--- src/rtl/turn_signal_decoder_pkg.sv ---
// Shared types and constants for the turn signal lamp-side decoder.
package turn_signal_pkg;

  typedef enum logic [2:0] {
    S_IDLE  = 3'd0,
    S_L_RUN = 3'd1,
    S_R_RUN = 3'd2,
    S_FAULT = 3'd3,
    S_ERR   = 3'd4
  } state_e;

  typedef enum logic {
    SIDE_L = 1'b0,
    SIDE_R = 1'b1
  } side_e;

  localparam logic [1:0] FC_NONE    = 2'b00;
  localparam logic [1:0] FC_PATTERN = 2'b01;
  localparam logic [1:0] FC_DWELL   = 2'b10;
  localparam logic [1:0] FC_BOTH    = 2'b11;

  localparam logic [2:0] L_P0 = 3'b000;
  localparam logic [2:0] L_P1 = 3'b001;
  localparam logic [2:0] L_P2 = 3'b011;
  localparam logic [2:0] L_P3 = 3'b111;
  localparam logic [2:0] R_P0 = 3'b000;
  localparam logic [2:0] R_P1 = 3'b100;
  localparam logic [2:0] R_P2 = 3'b110;
  localparam logic [2:0] R_P3 = 3'b111;

endpackage

--- src/rtl/turn_signal_decoder_if.sv ---
// Lamp buses and status outputs between controller side (master) and decoder (slave).
interface turn_signal_decoder_if #(
  parameter int CNT_W = 8
);
  logic [2:0]       l_signal;
  logic [2:0]       r_signal;
  logic             error_in;
  logic             left_active;
  logic             right_active;
  logic [1:0]       phase;
  logic             fault;
  logic [1:0]       fault_code;
  logic             error_seen;
  logic [CNT_W-1:0] cycle_count;

  modport master (
    output l_signal, r_signal, error_in,
    input  left_active, right_active, phase, fault, fault_code, error_seen, cycle_count
  );

  modport slave (
    input  l_signal, r_signal, error_in,
    output left_active, right_active, phase, fault, fault_code, error_seen, cycle_count
  );
endinterface

--- src/rtl/tsd_pattern_classify.sv ---
// Maps a 3-bit lamp bus to its sweep phase (0..3) for the selected side; flags non-sweep patterns.
module tsd_pattern_classify
  import turn_signal_pkg::*;
(
  input  logic [2:0] bus_i,
  input  side_e      side_i,
  output logic [1:0] ph_o,
  output logic       illegal_o
);

  always_comb begin
    ph_o      = 2'd0;
    illegal_o = 1'b0;
    if (side_i == SIDE_L) begin
      case (bus_i)
        L_P0:    ph_o = 2'd0;
        L_P1:    ph_o = 2'd1;
        L_P2:    ph_o = 2'd2;
        L_P3:    ph_o = 2'd3;
        default: illegal_o = 1'b1;
      endcase
    end else begin
      case (bus_i)
        R_P0:    ph_o = 2'd0;
        R_P1:    ph_o = 2'd1;
        R_P2:    ph_o = 2'd2;
        R_P3:    ph_o = 2'd3;
        default: illegal_o = 1'b1;
      endcase
    end
  end

endmodule

--- src/rtl/turn_signal_decoder.sv ---
// Lamp-side monitor: tracks sweep side/phase, checks sequence and dwell, counts sweeps.
// Optional macro TSD_CYCLE_COUNT_EN enables the completed-sweep counter; otherwise it reads 0.
module turn_signal_decoder
  import turn_signal_pkg::*;
#(
  parameter int DWELL = 3,
  parameter int CNT_W = 8
) (
  input  logic clock,
  input  logic reset,
  turn_signal_decoder_if.slave bus
);

  localparam int DW_W = $clog2(DWELL + 1);
  localparam logic [DW_W-1:0] DW_MAX = DW_W'(DWELL);

  state_e          state_q, state_d;
  logic [1:0]      phase_q, phase_d;
  logic [DW_W-1:0] dwell_q, dwell_d;
  logic [1:0]      idle_q, idle_d;
  logic            fault_q, fault_d;
  logic [1:0]      code_q, code_d;
  logic            cnt_inc, cnt_clr;

  logic [1:0] l_ph, r_ph, a_ph;
  logic       l_ill, r_ill, a_ill;
  logic       l_nz, r_nz, b_nz, act_left;
  logic       go_fault;
  logic [1:0] fcause;

  tsd_pattern_classify u_cls_l (.bus_i(bus.l_signal), .side_i(SIDE_L), .ph_o(l_ph), .illegal_o(l_ill));
  tsd_pattern_classify u_cls_r (.bus_i(bus.r_signal), .side_i(SIDE_R), .ph_o(r_ph), .illegal_o(r_ill));

  assign l_nz     = |bus.l_signal;
  assign r_nz     = |bus.r_signal;
  assign act_left = (state_q == S_L_RUN);
  assign a_ph     = act_left ? l_ph  : r_ph;
  assign a_ill    = act_left ? l_ill : r_ill;
  assign b_nz     = act_left ? r_nz  : l_nz;

  always_comb begin
    state_d  = state_q;
    phase_d  = phase_q;
    dwell_d  = dwell_q;
    idle_d   = idle_q;
    fault_d  = fault_q;
    code_d   = code_q;
    cnt_inc  = 1'b0;
    cnt_clr  = 1'b0;
    go_fault = 1'b0;
    fcause   = FC_NONE;

    if (bus.error_in) begin
      state_d = S_ERR;
      phase_d = 2'd0;
      dwell_d = '0;
      idle_d  = 2'd0;
    end else begin
      case (state_q)
        S_IDLE: begin
          if (!l_nz && !r_nz) begin
            idle_d = (idle_q == 2'd2) ? 2'd2 : idle_q + 2'd1;
          end else if (l_ph == 2'd1 && !r_nz) begin
            state_d = S_L_RUN;
            phase_d = 2'd1;
            dwell_d = DW_W'(1);
            idle_d  = 2'd0;
            cnt_clr = (idle_q >= 2'd2);
          end else if (r_ph == 2'd1 && !l_nz) begin
            state_d = S_R_RUN;
            phase_d = 2'd1;
            dwell_d = DW_W'(1);
            idle_d  = 2'd0;
            cnt_clr = (idle_q >= 2'd2);
          end else begin
            go_fault = 1'b1;
            fcause   = (l_nz && r_nz) ? FC_BOTH : FC_PATTERN;
          end
        end

        S_L_RUN, S_R_RUN: begin
          if (b_nz) begin
            go_fault = 1'b1;
            fcause   = FC_BOTH;
          end else if (a_ill) begin
            go_fault = 1'b1;
            fcause   = FC_PATTERN;
          end else if (a_ph == phase_q) begin
            if (dwell_q < DW_MAX) dwell_d = dwell_q + 1'b1;
            else begin
              go_fault = 1'b1;
              fcause   = FC_DWELL;
            end
          end else if (a_ph == 2'd0) begin
            // Dark after a full dwell is a legal release; only a full p3 counts as a sweep.
            if (dwell_q == DW_MAX) begin
              state_d = S_IDLE;
              phase_d = 2'd0;
              dwell_d = '0;
              idle_d  = 2'd1;
              cnt_inc = (phase_q == 2'd3);
            end else begin
              go_fault = 1'b1;
              fcause   = FC_DWELL;
            end
          end else if (a_ph == phase_q + 2'd1) begin
            if (dwell_q == DW_MAX) begin
              phase_d = a_ph;
              dwell_d = DW_W'(1);
            end else begin
              go_fault = 1'b1;
              fcause   = FC_DWELL;
            end
          end else begin
            go_fault = 1'b1;
            fcause   = FC_PATTERN;
          end
        end

        S_FAULT: begin
          // idle_q doubles as the dark-run counter while parked in FAULT.
          if (!l_nz && !r_nz) begin
            if (idle_q >= 2'd1) begin
              state_d = S_IDLE;
              idle_d  = 2'd2;
              fault_d = 1'b0;
              code_d  = FC_NONE;
              cnt_clr = 1'b1;
            end else begin
              idle_d = 2'd1;
            end
          end else begin
            idle_d = 2'd0;
          end
        end

        S_ERR: begin
          if (!l_nz && !r_nz) begin
            state_d = S_IDLE;
            idle_d  = 2'd0;
          end
        end

        default: state_d = S_IDLE;
      endcase
    end

    if (go_fault) begin
      state_d = S_FAULT;
      phase_d = 2'd0;
      dwell_d = '0;
      idle_d  = 2'd0;
      fault_d = 1'b1;
      if (!fault_q) code_d = fcause;
    end
  end

  always_ff @(posedge clock) begin
    if (reset) begin
      state_q <= S_IDLE;
      phase_q <= 2'd0;
      dwell_q <= '0;
      idle_q  <= 2'd0;
      fault_q <= 1'b0;
      code_q  <= FC_NONE;
    end else begin
      state_q <= state_d;
      phase_q <= phase_d;
      dwell_q <= dwell_d;
      idle_q  <= idle_d;
      fault_q <= fault_d;
      code_q  <= code_d;
    end
  end

`ifdef TSD_CYCLE_COUNT_EN
  logic [CNT_W-1:0] cnt_q, cnt_d;

  always_comb begin
    cnt_d = cnt_q;
    if (cnt_clr) cnt_d = '0;
    else if (cnt_inc && cnt_q != '1) cnt_d = cnt_q + 1'b1;
  end

  always_ff @(posedge clock) begin
    if (reset) cnt_q <= '0;
    else       cnt_q <= cnt_d;
  end

  assign bus.cycle_count = cnt_q;
`else
  logic unused_cnt;
  assign unused_cnt      = cnt_inc | cnt_clr;
  assign bus.cycle_count = '0;
`endif

  assign bus.left_active  = (state_q == S_L_RUN);
  assign bus.right_active = (state_q == S_R_RUN);
  assign bus.phase        = phase_q;
  assign bus.fault        = fault_q;
  assign bus.fault_code   = code_q;
  assign bus.error_seen   = (state_q == S_ERR);

endmodule

--- src/flat_wrapper.sv ---
// flat-port wrapper written by rule: the top's interface ports become plain ports
module turn_signal_decoder_flat import turn_signal_pkg::*;
#(
  parameter int DWELL = 3,
  parameter int CNT_W = 8
)
  (clock, reset, bus_l_signal, bus_r_signal, bus_error_in, bus_left_active, bus_right_active, bus_phase, bus_fault, bus_fault_code, bus_error_seen, bus_cycle_count);
  turn_signal_decoder_if #(.CNT_W(CNT_W)) bus_i ();
  input  logic clock;
  input  logic reset;
  input wire logic [$bits(bus_i.l_signal)-1:0] bus_l_signal;
  input wire logic [$bits(bus_i.r_signal)-1:0] bus_r_signal;
  input wire logic [$bits(bus_i.error_in)-1:0] bus_error_in;
  output wire logic [$bits(bus_i.left_active)-1:0] bus_left_active;
  output wire logic [$bits(bus_i.right_active)-1:0] bus_right_active;
  output wire logic [$bits(bus_i.phase)-1:0] bus_phase;
  output wire logic [$bits(bus_i.fault)-1:0] bus_fault;
  output wire logic [$bits(bus_i.fault_code)-1:0] bus_fault_code;
  output wire logic [$bits(bus_i.error_seen)-1:0] bus_error_seen;
  output wire logic [$bits(bus_i.cycle_count)-1:0] bus_cycle_count;
  assign bus_i.l_signal = bus_l_signal;
  assign bus_i.r_signal = bus_r_signal;
  assign bus_i.error_in = bus_error_in;
  assign bus_left_active = bus_i.left_active;
  assign bus_right_active = bus_i.right_active;
  assign bus_phase = bus_i.phase;
  assign bus_fault = bus_i.fault;
  assign bus_fault_code = bus_i.fault_code;
  assign bus_error_seen = bus_i.error_seen;
  assign bus_cycle_count = bus_i.cycle_count;
  turn_signal_decoder #(.DWELL(DWELL), .CNT_W(CNT_W)) u_core (.clock(clock), .reset(reset), .bus(bus_i));
endmodule
--- config.mk ---
export PLATFORM = sky130hd
export DESIGN_NAME = turn_signal_decoder_flat
export DESIGN_NICKNAME = d
export VERILOG_FILES = /design/src/rtl/turn_signal_decoder_pkg.sv /design/src/rtl/turn_signal_decoder_if.sv /design/src/rtl/tsd_pattern_classify.sv /design/src/rtl/turn_signal_decoder.sv /design/src/flat_wrapper.sv
export SDC_FILE = /design/constraint.sdc
export NUM_CORES = 1
export LEC_CHECK = 0
export BUFFER_PORTS_ARGS = -buffer_cell sky130_fd_sc_hd__buf_2
export CAP_MARGIN = 20
export CORE_MARGIN = 2
export CORE_UTILIZATION = 25
export CTS_CLUSTER_SIZE = 30
export DETAILED_ROUTE_END_ITERATION = 12
export GPL_TIMING_DRIVEN = 0
export HOLD_SLACK_MARGIN = 0.05
export PLACE_DENSITY = 0.44
export RECOVER_POWER = 100
export SLEW_MARGIN = 20
export SYNTH_ARGS = -nofsm -noshare
export SYNTH_HDL_FRONTEND = slang
export SYNTH_HIERARCHICAL = 1
export SYNTH_SLANG_ARGS = --single-unit
--- constraint.sdc ---
create_clock -name clock -period 3.4 [get_ports clock]
set_clock_uncertainty 0.1 [all_clocks]
set_input_delay 0.34 -clock clock [delete_from_list [all_inputs] [get_ports clock]]
set_output_delay 0.34 -clock clock [all_outputs]
set_load 0.005 [all_outputs]
# [Yosys cells after proc, flatten, opt, wreduce, memory -nomap -nowiden]
# Index checks and enable logic that the tools add are counted.
[word_totals] word_cells=178 reg_bits=12
[classes] n_reduce_logical=28 eq_ne=50 n_addsub=3 order_cmp=2 muxes=88
[op_table] operator="$mux 2" n=48
[op_table] operator="$mux 3" n=12
[op_table] operator="$ne 4x2->1 const B" n=6
[op_table] operator="$reduce_and 8->1" n=3
[op_table] operator="$mux 1" n=20
[op_table] operator="$reduce_and 10->1" n=2
[op_table] operator="$eq 3x3->1 const B" n=5
[op_table] operator="$ne 3x2->1 const B" n=5
[op_table] operator="$ne 3x3->1 const B" n=5
[op_table] operator="$pmux 2 s2" n=3
[op_table] operator="$pmux 2 s3" n=2
[op_table] operator="$pmux 3 s4" n=1
[op_table] operator="$eq 3x2->1 const B" n=3
[op_table] operator="$logic_not 3->1" n=3
[op_table] operator="$ne 3x1->1 const B" n=3
[op_table] operator="$reduce_or 3->1" n=3
[op_table] operator="$ne 2x1->1 const B" n=4
[op_table] operator="$ne 2x2->1 const B" n=4
[op_table] operator="$ne 4x1->1 const B" n=2
[op_table] operator="$ne 4x3->1 const B" n=2
[op_table] operator="$ne 4x4->1 const B" n=2
[op_table] operator="$pmux 2 s4" n=1
[op_table] operator="$reduce_bool 2->1" n=4
[op_table] operator="$reduce_or 4->1" n=2
[op_table] operator="other kinds (15)" n=26

# [Depth between registers and ports, before layout]
[logic_depth] depth_word=13 mapped_depth=10 depth_no_buf=8

# [Cells and area by module]
# The synthesis kept the hierarchy.
[by_module_without_submodules] module="turn_signal_decoder" area_each_um2=1336.3 cells_each=187 instances=1
[by_module_without_submodules] module="tsd_pattern_classify" area_each_um2=67.6 cells_each=7 instances=2

# [Least setup slack after synthesis]
# Ideal clock, no wire load.
[synth_timing] path_kind="in2reg" startpoint="in bus_l_signal[0]" endpoint="reg u_core.phase_q[0], in the netlist u_core/bus.phase[0]" required_time_ns=3.221 arrival_ns=2.534 slack_ns=0.687 cell_stages=10 path_cell_list="nor4b_1 a311o_1 clkbuf_1 nor4bb_1 a211o_1 a211o_1 a21o_1 or3_1 buf_2 a211oi_2"
[synth_via] elab_chain_cells=12
[synth_rtl] element="start: declaration" line="flat_wrapper.sv:11" rtl="input wire logic [$bits(bus_i.l_signal)-1:0] bus_l_signal;"
[synth_rtl] element="$eq 3x3->1 (tied with other cells)" line="tsd_pattern_classify.sv:15" rtl="case (bus_i)"
[synth_rtl] element="$pmux 2 s3 (*)" line="tsd_pattern_classify.sv:15"
[synth_rtl] element="via u_core.l_ph[0]" line="turn_signal_decoder.sv:25" rtl="logic [1:0] l_ph, r_ph, a_ph;"
[synth_rtl] element="$mux 2" line="turn_signal_decoder.sv:37" rtl="assign a_ph = act_left ? l_ph : r_ph;"
[synth_rtl] element="$eq 2x2->1" line="turn_signal_decoder.sv:106" rtl="end else if (a_ph == phase_q + 2'd1) begin"
[synth_rtl] element="$mux 1" line="turn_signal_decoder.sv:106"
[synth_rtl] element="$mux 1" line="turn_signal_decoder.sv:94" rtl="end else if (a_ph == 2'd0) begin"
[synth_rtl] element="$mux 1" line="turn_signal_decoder.sv:88" rtl="end else if (a_ph == phase_q) begin"
[synth_rtl] element="$mux 1" line="turn_signal_decoder.sv:85" rtl="end else if (a_ill) begin"
[synth_rtl] element="$mux 1" line="turn_signal_decoder.sv:82" rtl="if (b_nz) begin"
[synth_rtl] element="$pmux 1 s2" line="turn_signal_decoder.sv:59" rtl="case (state_q)"
[synth_rtl] element="$mux 1" line="turn_signal_decoder.sv:53" rtl="if (bus.error_in) begin"
[synth_rtl] element="$reduce_or 3->1 (no line)"
[synth_rtl] element="end signal: assignment" line="turn_signal_decoder.sv:168" rtl="phase_q <= phase_d;"
[synth_rtl] element="end: declaration" line="turn_signal_decoder.sv:18" rtl="logic [1:0] phase_q, phase_d;"
# The timed path passes the listed nets; every way through them passes the cells marked *. The select of a mux whose other input is x is not followed.
# A chain may end at the register's enable or synchronous reset.

# [Worst setup path in the final report]
[layout_timing] startpoint="reg u_core.state_q[1]" endpoint="reg u_core.phase_q[0], in the netlist u_core/bus.phase[0]"
[layout_via] elab_chain_cells=11
[layout_rtl] element="start: declaration" line="turn_signal_decoder.sv:17" rtl="state_e state_q, state_d;"
[layout_rtl] element="start signal: assignment" line="turn_signal_decoder.sv:167" rtl="state_q <= state_d;"
[layout_rtl] element="$eq 3x1->1" line="turn_signal_decoder.sv:36, turn_signal_decoder.sv:59"
[layout_rtl] element="$mux 2" line="turn_signal_decoder.sv:37"
[layout_rtl] element="$eq 2x2->1" line="turn_signal_decoder.sv:106"
[layout_rtl] element="$mux 1" line="turn_signal_decoder.sv:106"
[layout_rtl] element="$mux 1" line="turn_signal_decoder.sv:94"
[layout_rtl] element="$mux 1" line="turn_signal_decoder.sv:88"
[layout_rtl] element="$mux 1" line="turn_signal_decoder.sv:85"
[layout_rtl] element="$mux 1" line="turn_signal_decoder.sv:82"
[layout_rtl] element="$pmux 1 s2" line="turn_signal_decoder.sv:59"
[layout_rtl] element="$mux 1" line="turn_signal_decoder.sv:53"
[layout_rtl] element="$reduce_or 3->1 (no line)"
# Several ways; a longest one is shown, not always the timed one. The select of a mux whose other input is x is not followed.

==> summary.txt <==
Layout
  – Layout cell share with drive strength beyond 1: 15.0%
  – Nets@finish: 248
  – Antenna Cells: 0
  – Most common cell after layout, fill and taps aside: nand2_1
  – Area Growth Syn to Fin: 17.2%
  – Commonest cells after routing, fill and taps aside: 17 x nand2_1, 16 x conb_1, 15 x a21oi_1

Clock tree
  – Root Driver: clkbuf_8
  – CTS tree: done
  – H-tree levels: 1
  – Setup Fix Bufs, Post-CTS: 0
  – TritonCTS sink count: 12
  – Clk buf depth: 2
  – Cts hold-fix bufs: 0
  – Post_cts resized: 0
  – CTS buffer count: 3
  – Worst-path clk slew: 0.05 ns
  – Clock latency on the worst-skew pair: 0.24 ns

Global routing
  – Initial antenna violation count: 0
  – Final global-route overflow total: 0
  – Total GRT Usage: 12.7%
  – Largest net degree at the start of global routing: 11
  – Vias in the first global route: 1320
  – Global-route wire length before repair: 6570 um

Place
  – Setup WS pre-CTS: 0.176 ns
  – Hpwl dp: 3200 um
  – RD Place Congestion: 0.802
  – IO Port Bufs: 16

Setup path
  – Critical Path RT: 3.46 ns
  – Crit. End Element: register
  – WS Path Type: register to register
  – CP startpoint kind: register
  – Reg2Reg Depth: 9
  – CP peak stage delay: 0.46 ns
  – Critical path arrival: 3.07 ns
  – Worst-path maximum fanout: 8
  – CP max-delay cell: or3b_1
  – Cells along the critical path: clkbuf_1, or3b_1, inv_1, mux2_2, a211o_1, a21o_1, or3_1, buf_2, a211oi_2

STA
  – Max Fclk: 332 MHz
  – Unrepaired setup endpoints after global routing: false
  – Worst slew margin: 47.3%
  – Final hold violation count: 0
  – Tmin final: 3.02 ns
  – Max Slew Vio Count: 0
  – Worst hold slack: 0.220 ns
  – Worst-Margin Slew: 0.789 ns
  – Final worst slack: 0.384 ns
  – Setup violators final: 0
  – Final TNS setup: 0 ns
  – Tcrit/Tclk final: 88.7%

Logic synthesis
  – Sequential area share after synthesis: 16.3%
  – EDFF count, synth: 0
  – Yosys cell types: 52
  – Yosys top cell area share: 16.3%
  – Largest area contributor in the netlist: dfxtp_1
  – Synthesized flop and latch total: 12
  – Gate Count Post-Synth: 201
  – Asr flop ratio synth: 0%
  – Syn Area/Cell: 7.32 um^2
  – Xor and xnor fraction of the mapped netlist area: 2.38%
  – Dominant synthesized flop cell: dfxtp_1
  – Top post-synthesis cells by area: dfxtp_1 16%, a21oi_1 5.1%, mux2i_1 4.8%, buf_4 4.6%, nand2_1 4.3%
  – Mux cell area share after synthesis: 8.59%
  – Cell Area, Synth: 1470 um^2
  – Synth Area in Simple Gates: 32.5%
  – Synth warnings: 6
  – Largest family of logic cells by synthesized area: simple AND/OR/NAND/NOR gates
  – Post-Synth Adder-Cell Area: 2.55%
  – Post-synthesis compound-gate area fraction: 27.2%

Power
  – Power Density: 304 nW/um^2
  – Maximum VDD drop: 0.202 mV
  – Leakage: 0.693 nW

Floorplanning
  – Chip height: 80.7 um
  – Core area: 5610 um^2
  – Horiz. Die Dim: 80.7 um
  – Ports: 25
  – Row count: 27
  – Die area: 6510 um^2
  – Initial Util: 26.2%

Status
  – Status: completed

Routing
  – Vias: 1532
  – Detail Route met2 WL: 1900 um
  – Iter 0 DRT Violations: 96
  – Met1 Wirelength: 1960 um
  – DR top layer: met3
  – DRC errors left: 0
  – Final WL: 4060 um
  – First drt pass iteration count: 4
  – Post-DR vias/cell: 5.01
  – Routed wl met3: 202 um
  – Antenna-violating nets left: 0
  – Wire per inst: 13.3 um

Flow run
  – Max capacitance violation total: 0

Worst hold path
  – Hold depth: 2
  – Worst min path class: input pin to register
==> power by group <==
group	internal [mW]	switching (mW)	total (mW)
clock network	0.0780	0.0506	0.129
logic	0.0931	0.145	0.238
registers	0.151	0.00537	0.157
==> per-stage QoR <==
stage / cells / total power [mW] / util, % / area [um^2]
after floorplan: 215 / 0.336 / - / 1520
after global placement: 303 / 0.403 / 30.2 / 1690
after detailed placement: 303 / 0.399 / 30.2 / 1690
after CTS: 306 / 0.534 / 30.9 / 1740
after global routing: 306 / 0.570 / 30.7 / 1720
final: 306 / 0.523 / 30.7 / 1720
==> sequential cells by signal (all words and copies together), names as in the netlist <==
signal                 flops
u_core/state_q             3
u_core/bus.phase           2
u_core/dwell_q             2
u_core/bus.fault_code      2
u_core/idle_q              2
u_core/bus.fault           1
==> logic make-up (layout without fill, tap and decap cells) <==
| logic type | count (synthesis) | after routing |
|---|---|---|
| and+or+nand+nor | 84 | 84 |
| AOI/OAI and AO/OA | 55 | 55 |
| buffers and inverters | 29 | 48 |
| muxes | 12 | 12 |
| DFF | 12 | 12 |
| xor gates and xnor gates | 4 | 4 |
| adders and majority gates | 3 | 3 |
| other | 2 | 16 |
==> Yosys cell counts (all sizes together) (2+ instances only) <==
master	count
a211oi	6
mux2i	7
nand2	17
a211o	3
nor3	10
o21ai	5
or2	2
conb	2
nor2b	6
o311a	2
o31ai	5
nand2b	5
mux2	5
nor4bb	3
and3	2
a311o	2
a21o	3
xor2	3
dfxtp	12
nand4	3
or3	8
nand3	5
and3b	3
or3b	2
buf	12
nor2	10
o221a	2
nand3b	3
a21oi	15
clkbuf	9
nor4b	2
a31oi	3
inv	8
ha	3
==> critical path: cells and delay by family (launching register included) <==
kind                   cells  cell delay (ns)
and+or+nand+nor            2             0.81
AOI/OAI and AO/OA          3             0.72
buffers and inverters      3             0.59
muxes                      1             0.41
DFF                        1             0.29
==> layout make-up <==
class | count | area [um^2]
buffer | 21 | 115
sequential | 12 | 240
multi-input combinational | 174 | 1130
clock buffer | 3 | 41.3
fill | 652 | 3880
timing repair buffer | 16 | 75.1
inverter | 8 | 30.0
tap | 72 | 90.1
==> path summary, 6_finish.rpt <==
path	slack, ns	start	to
worst min register to register	0.35	u_core/idle_q[1]	u_core/idle_q[1]
worst min-delay path	0.22	reset	u_core/bus.fault
worst max register to register	0.38	u_core/state_q[1]	u_core/bus.phase[0]
worst max-delay path	0.38	u_core/state_q[1]	u_core/bus.phase[0]
==> metal layers <==
metal / vias to the layer above / track usage (%)
met2: 36 / 20.8
met3: 0 / 2.81
li1: 797 / -
met4: 0 / 0.508
met1: 699 / 17.9
met5: - / 0
Power figures use the tool's default switching activity.
